==> src/rtl/result_pipe.sv <==
// Result staging pipe behind the SPU execute stage: DEPTH-stage shift pipe
// with RA/RB/RC forwarding and RAW stall detect; RESULT_FWD_EN enables the forward mux.
module result_pipe #(
   parameter int DEPTH  = 8,
   parameter int ADDR_W = 7,
   parameter int DATA_W = 128
) (
   input  logic                  clk,
   input  logic                  rst_n,
   input  logic                  in_valid,
   input  logic [ADDR_W-1:0]     rt_addr_EX,
   input  logic [DATA_W-1:0]     result_EX,
   input  logic [2:0]            latency_EX,
   input  logic                  flush,
   input  logic [2:0]            q_valid,
   input  logic [3*ADDR_W-1:0]   q_addr,
   output logic [2:0]            fwd_hit,
   output logic [3*DATA_W-1:0]   fwd_data,
   output logic                  fwd_stall,
   output logic                  wb_en,
   output logic [ADDR_W-1:0]     wb_addr,
   output logic [DATA_W-1:0]     wb_data,
   output logic                  pipe_busy
);

   logic [DEPTH-1:0]  st_valid;
   logic [ADDR_W-1:0] st_addr [DEPTH];
   logic [DATA_W-1:0] st_data [DEPTH];

`ifdef RESULT_FWD_EN
   localparam int LMAX = DEPTH - 1;

   logic [2:0]       st_lat [DEPTH];
   logic [2:0]       lat_in;
   logic [DEPTH-1:0] st_done;

   assign lat_in = (int'(latency_EX) > LMAX) ? 3'(LMAX) : latency_EX;

   always_ff @(posedge clk or negedge rst_n) begin
      if (!rst_n) begin
         for (int k = 0; k < DEPTH; k++) st_lat[k] <= '0;
      end else begin
         st_lat[0] <= lat_in;
         for (int k = 1; k < DEPTH; k++) st_lat[k] <= st_lat[k-1];
      end
   end

   always_comb begin
      st_done = '0;
      for (int k = 0; k < DEPTH; k++)
         st_done[k] = st_valid[k] && (int'(st_lat[k]) <= k);
   end

   // Scan oldest to youngest so the youngest match overwrites.
   always_comb begin
      logic             found;
      logic             done;
      logic [DATA_W-1:0] data;
      fwd_hit   = '0;
      fwd_data  = '0;
      fwd_stall = 1'b0;
      for (int q = 0; q < 3; q++) begin
         found = 1'b0;
         done  = 1'b0;
         data  = '0;
         for (int k = DEPTH-1; k >= 0; k--) begin
            if (st_valid[k] &&
                st_addr[k] == q_addr[q*ADDR_W +: ADDR_W]) begin
               found = 1'b1;
               done  = st_done[k];
               data  = st_data[k];
            end
         end
         if (q_valid[q]) begin
            fwd_hit[q] = found && done;
            if (found && done)
               fwd_data[q*DATA_W +: DATA_W] = data;
            fwd_stall = fwd_stall | (found && !done);
         end
      end
   end
`else
   logic unused_lat;
   assign unused_lat = ^latency_EX;
   assign fwd_hit    = '0;
   assign fwd_data   = '0;

   // Without forwarding, any in-flight producer blocks until writeback.
   always_comb begin
      fwd_stall = 1'b0;
      for (int q = 0; q < 3; q++) begin
         for (int k = 0; k < DEPTH; k++) begin
            if (q_valid[q] && st_valid[k] &&
                st_addr[k] == q_addr[q*ADDR_W +: ADDR_W])
               fwd_stall = 1'b1;
         end
      end
   end
`endif

   always_ff @(posedge clk or negedge rst_n) begin
      if (!rst_n) begin
         st_valid <= '0;
         for (int k = 0; k < DEPTH; k++) begin
            st_addr[k] <= '0;
            st_data[k] <= '0;
         end
      end else begin
         st_valid   <= flush ? '0 : {st_valid[DEPTH-2:0], in_valid};
         st_addr[0] <= rt_addr_EX;
         st_data[0] <= result_EX;
         for (int k = 1; k < DEPTH; k++) begin
            st_addr[k] <= st_addr[k-1];
            st_data[k] <= st_data[k-1];
         end
      end
   end

   assign wb_en     = st_valid[DEPTH-1];
   assign wb_addr   = wb_en ? st_addr[DEPTH-1] : '0;
   assign wb_data   = wb_en ? st_data[DEPTH-1] : '0;
   assign pipe_busy = |st_valid;

endmodule

==> config.mk <==
export PLATFORM = sky130hd
export DESIGN_NAME = result_pipe
export DESIGN_NICKNAME = d
export VERILOG_FILES = /design/src/rtl/result_pipe.sv
export SDC_FILE = /design/constraint.sdc
export NUM_CORES = 1
export LEC_CHECK = 0
export CORE_ASPECT_RATIO = 1.2
export CORE_MARGIN = 10
export CORE_UTILIZATION = 25
export CTS_CLUSTER_SIZE = 20
export DETAILED_ROUTE_END_ITERATION = 8
export SYNTH_ARGS = -nofsm -noshare
export SYNTH_HDL_FRONTEND = slang
export SYNTH_SLANG_ARGS = --single-unit
==> constraint.sdc <==
create_clock -name clk -period 3.5 [get_ports clk]
set_clock_uncertainty 0.2 [all_clocks]
set_input_delay 0.7 -clock clk [delete_from_list [all_inputs] [get_ports clk]]
set_output_delay 0.7 -clock clk [all_outputs]
set_load 0.02 [all_outputs]
==> results.py, run 1 <==
metrics = {
    "status": {
        "status": "finished, violations left",
        "violations": "setup timing",
    },
    "synth": {
        "synth_cells": 1910,
        "ys_seq_area_frac": 0.819,
        "ys_top_cells_by_area": "dfrtp_1 (82%), buf_4 (9.0%), xnor2_1 (3.2%)",
        "yosys_most_used_dff": "dfrtp_1",
        "yosysTopAreaCell": "dfrtp_1",
        "ys_ff_latch": 1088,
        "synth_top_cells_by_count": "dfrtp_1 (1,088), buf_4 (400), and2_1 (135)",
        "async_flop_share": 1.00,
        "syn-cell-area_sq_um": 33300,
        "yosysMostFrequentCell": "dfrtp_1",
        "synth.distinct_cells": 18,
        "synth_top_area_frac": 0.819,
        "synth_edf_count": 0,
        "yosysWarnings": 0,
        "avgSynthCellArea_sq_um": 17.4,
    },
    "placement": {
        "port_buffers": 300,
        "dp_slack_ns": -0.804,
        "dp_hpwl_mm": 51.1,
        "gp_congestion": 0.836,
    },
    "global_routing": {
        "grt_antenna_before_repair": 16,
        "grt_overflow": 0,
        "grt_start_max_net_pins": 101,
        "grt_pass1_vias": 15700,
        "track_usage": 0.0931,
        "grt_pass1_wl_mm": 103,
    },
    "clocking": {
        "cts_sinks": 1088,
        "clockRootBuffer": "clkbuf_16",
        "clk_pin_slew_ns": 0.06,
        "htree_levels": 3,
        "cts_tree": "built",
        "insertion_delay_ns": 0.74,
        "cts_buffers": 102,
        "clock_path_buffers": 3,
    },
    "timing": {
        "worst_slew_pin_slew_ns": 0.744,
        "max_freq_ghz": 0.275,
        "setup_ws_ns": -0.139,
        "rsz0062_at_grt": "true",
        "hold_violations": 0,
        "slew_headroom": 0.504,
        "finalCritPeriodShare": 1.04,
        "min_period_ns": 3.64,
        "setup_viol": 1,
        "slew_viol_final": 0,
    },
    "routing": {
        "finalWirelength_mm": 70.6,
        "via_per_inst": 3.31,
        "via_count": 14000,
        "drc": 0,
        "ant_nets": 0,
        "first_pass_iters": 4,
        "wl_per_cell_microns": 16.6,
        "drtIter0Drc": 863,
    },
    "floorplanning": {
        "start_util": 0.252,
        "core_area_sq_um": 132000,
        "io_pins": 691,
        "die-height_microns": 420,
        "rows": 146,
        "die_w_microns": 353,
        "die_area_sq_um": 148000,
    },
    "power_and_ir_drop": {
        "power.leakage_uw": 0.0184,
        "power_density_nw_per_um2": 629,
        "peakVddDrop_mv": 0.598,
        "total_power_uw": 26100,
    },
    "worst_setup_path": {
        "worstPathMaxFanout": 5,
        "worstPathArrival_ns": 2.74,
        "startpoint_type": "primary input",
        "critPathSlowestCell": "or4_1",
        "worstPathCellList": "clkdlybuf4s50_1 > buf_4 > xor2_1 > or4_1 > o21ai_1 > nor4_2 > nand4_1 > buf_6",
        "max_stage_delay_ns": 0.58,
        "crit_type": "primary input to output port",
        "required_ns": 2.60,
        "end_kind": "output port",
    },
    "finish": {
        "drive_above_1_share": 0.119,
        "nFillCells": 12900,
        "final_nets": 2544,
        "area_growth_pct": 24.8,
    },
    "hold_path": {
        "hold_path_class": "register to register",
    },
    "run": {
        "drv_cap": 0,
    },
}
[state kept, by name, indices dropped and copies added, names as in the netlist]
register  flops
st_addr      56
st_data    1024
st_valid      8
[area by class of cell]
class	instances	area, sq um	share of cell area
multi-input combinational	782	4360	0.105
sequential	1088	27200	0.656
tap	1776	2220	0.0535
clock buffer	151	2970	0.0715
clock inverter	37	658	0.0159
antenna	7	17.5	0.000422
timing repair buffer	404	4040	0.0973
[logic make-up (layout without fill, tap and decap cells)]
logic type	Yosys count	after routing	share of synthesized area
compound gates	2	2	0.000526
xor+xnor	168	168	0.0445
buf+inv	426	592	0.0950
flops	1088	1088	0.819
other cells	1	394	0.000113
simple gates	225	225	0.0413
[final timing paths]
check | cells past startpoint | slack [ns] | startpoint | to
worst max-delay path | 8 | -0.14 | q_addr[19] | fwd_stall
worst min-delay path | 0 | 0.07 | st_data[1001] | st_data[873]
worst max register to register | 1 | 2.44 | st_valid[1] | st_valid[2]
worst min register to register | 0 | 0.07 | st_data[1001] | st_data[873]
max in group asynchronous | 4 | 1.62 | rst_n | st_addr[0]
min in group asynchronous | 2 | 0.43 | rst_n | st_addr[50]
[through the flow]
stage          std cells  hold slack (ns)  area, sq um   util  setup TNS (ns)
6_report            4245           0.0728        41500  0.314          -0.139
5_1_grt             4240           0.0685        41500  0.314          -0.234
4_1_cts             4238           0.0628        41500  0.314          -0.225
3_5_place_dp        4039            0.135        37700  0.285          -0.804
3_3_place_gp        4039            0.131        37700  0.285          -0.758
2_1_floorplan       2296            0.131        34700      -               0
[worst max-delay path: cells and delay by family]
family	cells	cell delay (ns)
AOI/OAI and AO/OA	1	0.14
xor gates and xnor gates	1	0.14
buffers and inverters	3	0.93
and+or+nand+nor	3	0.83
[cells in the final DEF (no fill, tap or decap), types with 8 or more instances in the layout]
| cell | count |
|---|---|
| dfrtp_1 | 1072 |
| xor2_1 | 47 |
| clkbuf_16 | 102 |
| bufinv_16 | 10 |
| clkinv_2 | 9 |
| conb_1 | 387 |
| buf_12 | 18 |
| clkbuf_1 | 26 |
| and2_1 | 135 |
| nor4_1 | 22 |
| dlygate4sd2_1 | 22 |
| buf_4 | 81 |
| clkdlybuf4s50_1 | 272 |
| xnor2_1 | 119 |
| nor2b_1 | 8 |
| nand4_1 | 28 |
| nand3_1 | 21 |
| clkbuf_8 | 23 |
| dfrtp_2 | 15 |
[per-layer routing]
metal | global-route usage | part of all wire | up-vias
met5 | 0 | 0.00064 | -
met1 | 0.108 | 0.39 | 7372
met2 | 0.158 | 0.52 | 386
met4 | 0.0384 | 0.029 | 8
li1 | - | - | 6127
met3 | 0.0299 | 0.065 | 140
[power breakdown]
part | total, uW | internal [uW] | leakage [uW] | switching, uW
registers | 13500 | 13200 | 0.0127 | 248
clock network | 11500 | 6700 | 0.00175 | 4770
logic | 1200 | 368 | 0.00401 | 831
[repair_timing]
| action | CTS | global route |
|---|---|---|
| endpoints found under the hold margin | 59 | 0 |
| hold buffers | 1 | 0 |
| setup endpoints to repair | 97 | 2 |
| cloned | 1 | 0 |
| gates resized for setup | 56 | 9 |
| setup buffers | 9 | 0 |
| pin swaps | 5 | 3 |
(Power assumes the default switching activity.)
==> run 2: changes to the inputs <==
- ABC_AREA: default -> 1
- REMOVE_ABC_BUFFERS: default -> 1
==> results.py, run 2 <==
metrics = {
    "status": {
        "status": "finished, violations left",
        "violations": "setup timing",
    },
    "hold_path": {
        "min_to": "st_data[65]",
        "worstHoldStart": "st_data[193]",
        "hold_path_class": "register to register",
        "hold_depth": 0,
    },
    "synth": {
        "ys_ff_latch": 1088,
        "synth_edf_count": 0,
        "synth.distinct_cells": 28,
        "synth_top_area_frac": 0.793,
        "async_flop_share": 1.00,
        "yosysWarnings": 0,
        "ys_seq_area_frac": 0.793,
        "synth_cells": 2471,
        "ys_top_cells_by_area": "dfrtp_1 (79%), buf_4 (8.7%), nand2_1 (5.6%)",
        "yosysTopAreaCell": "dfrtp_1",
        "yosysMostFrequentCell": "dfrtp_1",
        "yosys_most_used_dff": "dfrtp_1",
        "syn-cell-area_sq_um": 34300,
        "avgSynthCellArea_sq_um": 13.9,
        "synth_top_cells_by_count": "dfrtp_1 (1,088), nand2_1 (509), buf_4 (396)",
    },
    "routing": {
        "drc": 0,
        "wl_per_cell_microns": 16.1,
        "finalWirelength_mm": 77.4,
        "ant_nets": 0,
        "via_count": 16600,
        "first_pass_iters": 5,
        "via_per_inst": 3.45,
        "drtIter0Drc": 1049,
    },
    "clocking": {
        "clock_path_buffers": 3,
        "post-cts-setup-buffers": 0,
        "htree_levels": 3,
        "cts_tree": "built",
        "clockRootBuffer": "clkbuf_16",
        "cts_sinks": 1088,
        "insertion_delay_ns": 0.70,
        "cts_buffers": 106,
        "clk_pin_slew_ns": 0.07,
    },
    "placement": {
        "dp_hpwl_mm": 53.7,
        "dp.cells": 4617,
        "port_buffers": 300,
        "gp_congestion": 0.871,
    },
    "worst_setup_path": {
        "crit_buf_inv": 2,
        "r2r-end": "st_valid[1]",
        "critPathSlowestCell": "clkdlybuf4s50_1",
        "end_kind": "output port",
        "startpoint_type": "register",
        "required_ns": 2.60,
        "max_stage_delay_ns": 0.57,
        "r2r_slack_ns": 2.54,
        "worstPathCellList": "buf_16 > nor4_2 > nand2_1 > clkdlybuf4s50_1",
        "worstPathArrival_ns": 2.63,
        "worstPathMaxFanout": 83,
        "crit_family": "buffers and inverters",
        "r2r_start": "st_valid[0]",
        "r2r_cells": 2,
        "crit_type": "register to output port",
    },
    "finish": {
        "multiInputGateArea_sq_um": 4450,
        "finish.utilization": 0.314,
        "drive_above_1_share": 0.0989,
        "mostFrequentLayoutCell": "dfrtp_1",
        "regMostFlops": "st_data",
        "seqCellArea_sq_um": 27200,
        "area_growth_pct": 24.5,
        "largest_registers": "st_data: 1024 flops, st_addr: 56 flops, st_valid: 8 flops",
        "nFillCells": 13500,
        "finalNonFillerCells": 4816,
        "final_cell_mix": "dfrtp_1 (1,086), nand2_1 (501), conb_1 (387), inv_1 (235), clkdlybuf4s50_1 (227)",
        "largest_reg_flops": 1024,
        "final_nets": 3092,
    },
    "timing": {
        "max_freq_ghz": 0.283,
        "setup_ws_ns": -0.0338,
        "slew_viol_final": 0,
        "slew_headroom": 0.573,
        "worst_slew_pin_slew_ns": 0.640,
        "setup_viol": 2,
        "rsz0062_at_grt": "true",
        "hold_violations": 0,
        "min_period_ns": 3.53,
        "finalCritPeriodShare": 1.01,
    },
    "floorplanning": {
        "rows": 148,
        "die-height_microns": 426,
        "die_area_sq_um": 153000,
        "core_area_sq_um": 136000,
        "io_pins": 691,
        "die_w_microns": 358,
        "start_util": 0.252,
    },
    "global_routing": {
        "grt_pass1_vias": 18300,
        "grt_antenna_before_repair": 4,
        "grt_overflow": 0,
        "track_usage": 0.0990,
        "grt_start_max_net_pins": 126,
        "grt_pass1_wl_mm": 113,
    },
    "run": {
        "drv_cap": 0,
    },
    "power_and_ir_drop": {
        "peakVddDrop_mv": 0.353,
        "power.leakage_uw": 0.0219,
        "power_density_nw_per_um2": 623,
        "total_power_uw": 26600,
    },
}
run 2: cells by family (layout without fill, tap and decap cells):
group                     after synthesis  in the layout  share of synthesized area
buffers and inverters                 676            833                      0.120
DFF                                  1088           1088                      0.793
other                                   1            389                   0.000109
and+or+nand+nor                       633            633                     0.0714
xor gates and xnor gates               35             35                    0.00893
AOI/OAI and AO/OA                      38             38                    0.00605
run 2: power by group:
part | total, uW | internal [uW] | switching (uW) | leakage (uW)
clock network | 11900 | 6950 | 4930 | 0.00181
logic | 1300 | 355 | 949 | 0.00742
registers | 13400 | 13200 | 220 | 0.0127
run 2: worst max-delay path by stage:
| stage | cells past startpoint | start | to | slack (ns) |
|---|---|---|---|---|
| after floorplan | 10 | st_valid[7] | fwd_stall | -0.58 |
| after global routing | 4 | st_valid[7] | pipe_busy | -0.18 |
| final | 4 | st_valid[7] | pipe_busy | -0.03 |
| after CTS | 4 | st_valid[7] | wb_data[51] | -0.16 |
| after detailed placement | 13 | q_valid[2] | fwd_stall | -0.36 |
| after global placement | 13 | q_addr[9] | fwd_stall | -0.37 |
run 2: through the flow:
| stage | setup slack, ns | setup TNS [ns] | hold WS (ns) | instance area [sq um] |
|---|---|---|---|---|
| finish | -0.0338 | -0.0371 | 0.125 | 42700 |
| detailed placement | -0.360 | -0.360 | 0.135 | 38800 |
| global placement | -0.374 | -0.374 | 0.131 | 38800 |
| floorplan | -0.577 | -17.31 | 0.131 | 32600 |
| global route | -0.177 | -2.47 | 0.128 | 42700 |
| CTS | -0.157 | -3.79 | 0.116 | 42500 |
run 2: worst reg2reg max path, stage by stage, from the launching register on:
cell and delay, ns:
dfrtp_1 0.49, inv_1 0.09, nor2_1 0.04
run 2: metal layers:
metal	GRT usage	share of wire	up-vias
met1	0.119	0.41	8352
met3	0.0284	0.062	154
met2	0.164	0.50	582
li1	-	-	7506
met4	0.0424	0.033	4
met5	0	0.00035	-
run 2: repair_timing:
action / CTS / global route
setup endpoints to repair: 67 / 95
cloned: 0 / 0
hold endpoints to repair: 36 / 0
pin swaps: 0 / 2
resized for setup: 14 / 84
hold buffers: 1 / 0
run 2: area by class of cell:
class                           count  area share
Inverter                          249      0.0221
Clock inverter                     57      0.0180
Sequential cell                  1088       0.638
Clock buffer                      139      0.0688
Antenna cell                        2    0.000117
Tap cell                         1800      0.0527
Timing Repair Buffer              388      0.0966
Multi-Input combinational cell   1093       0.104
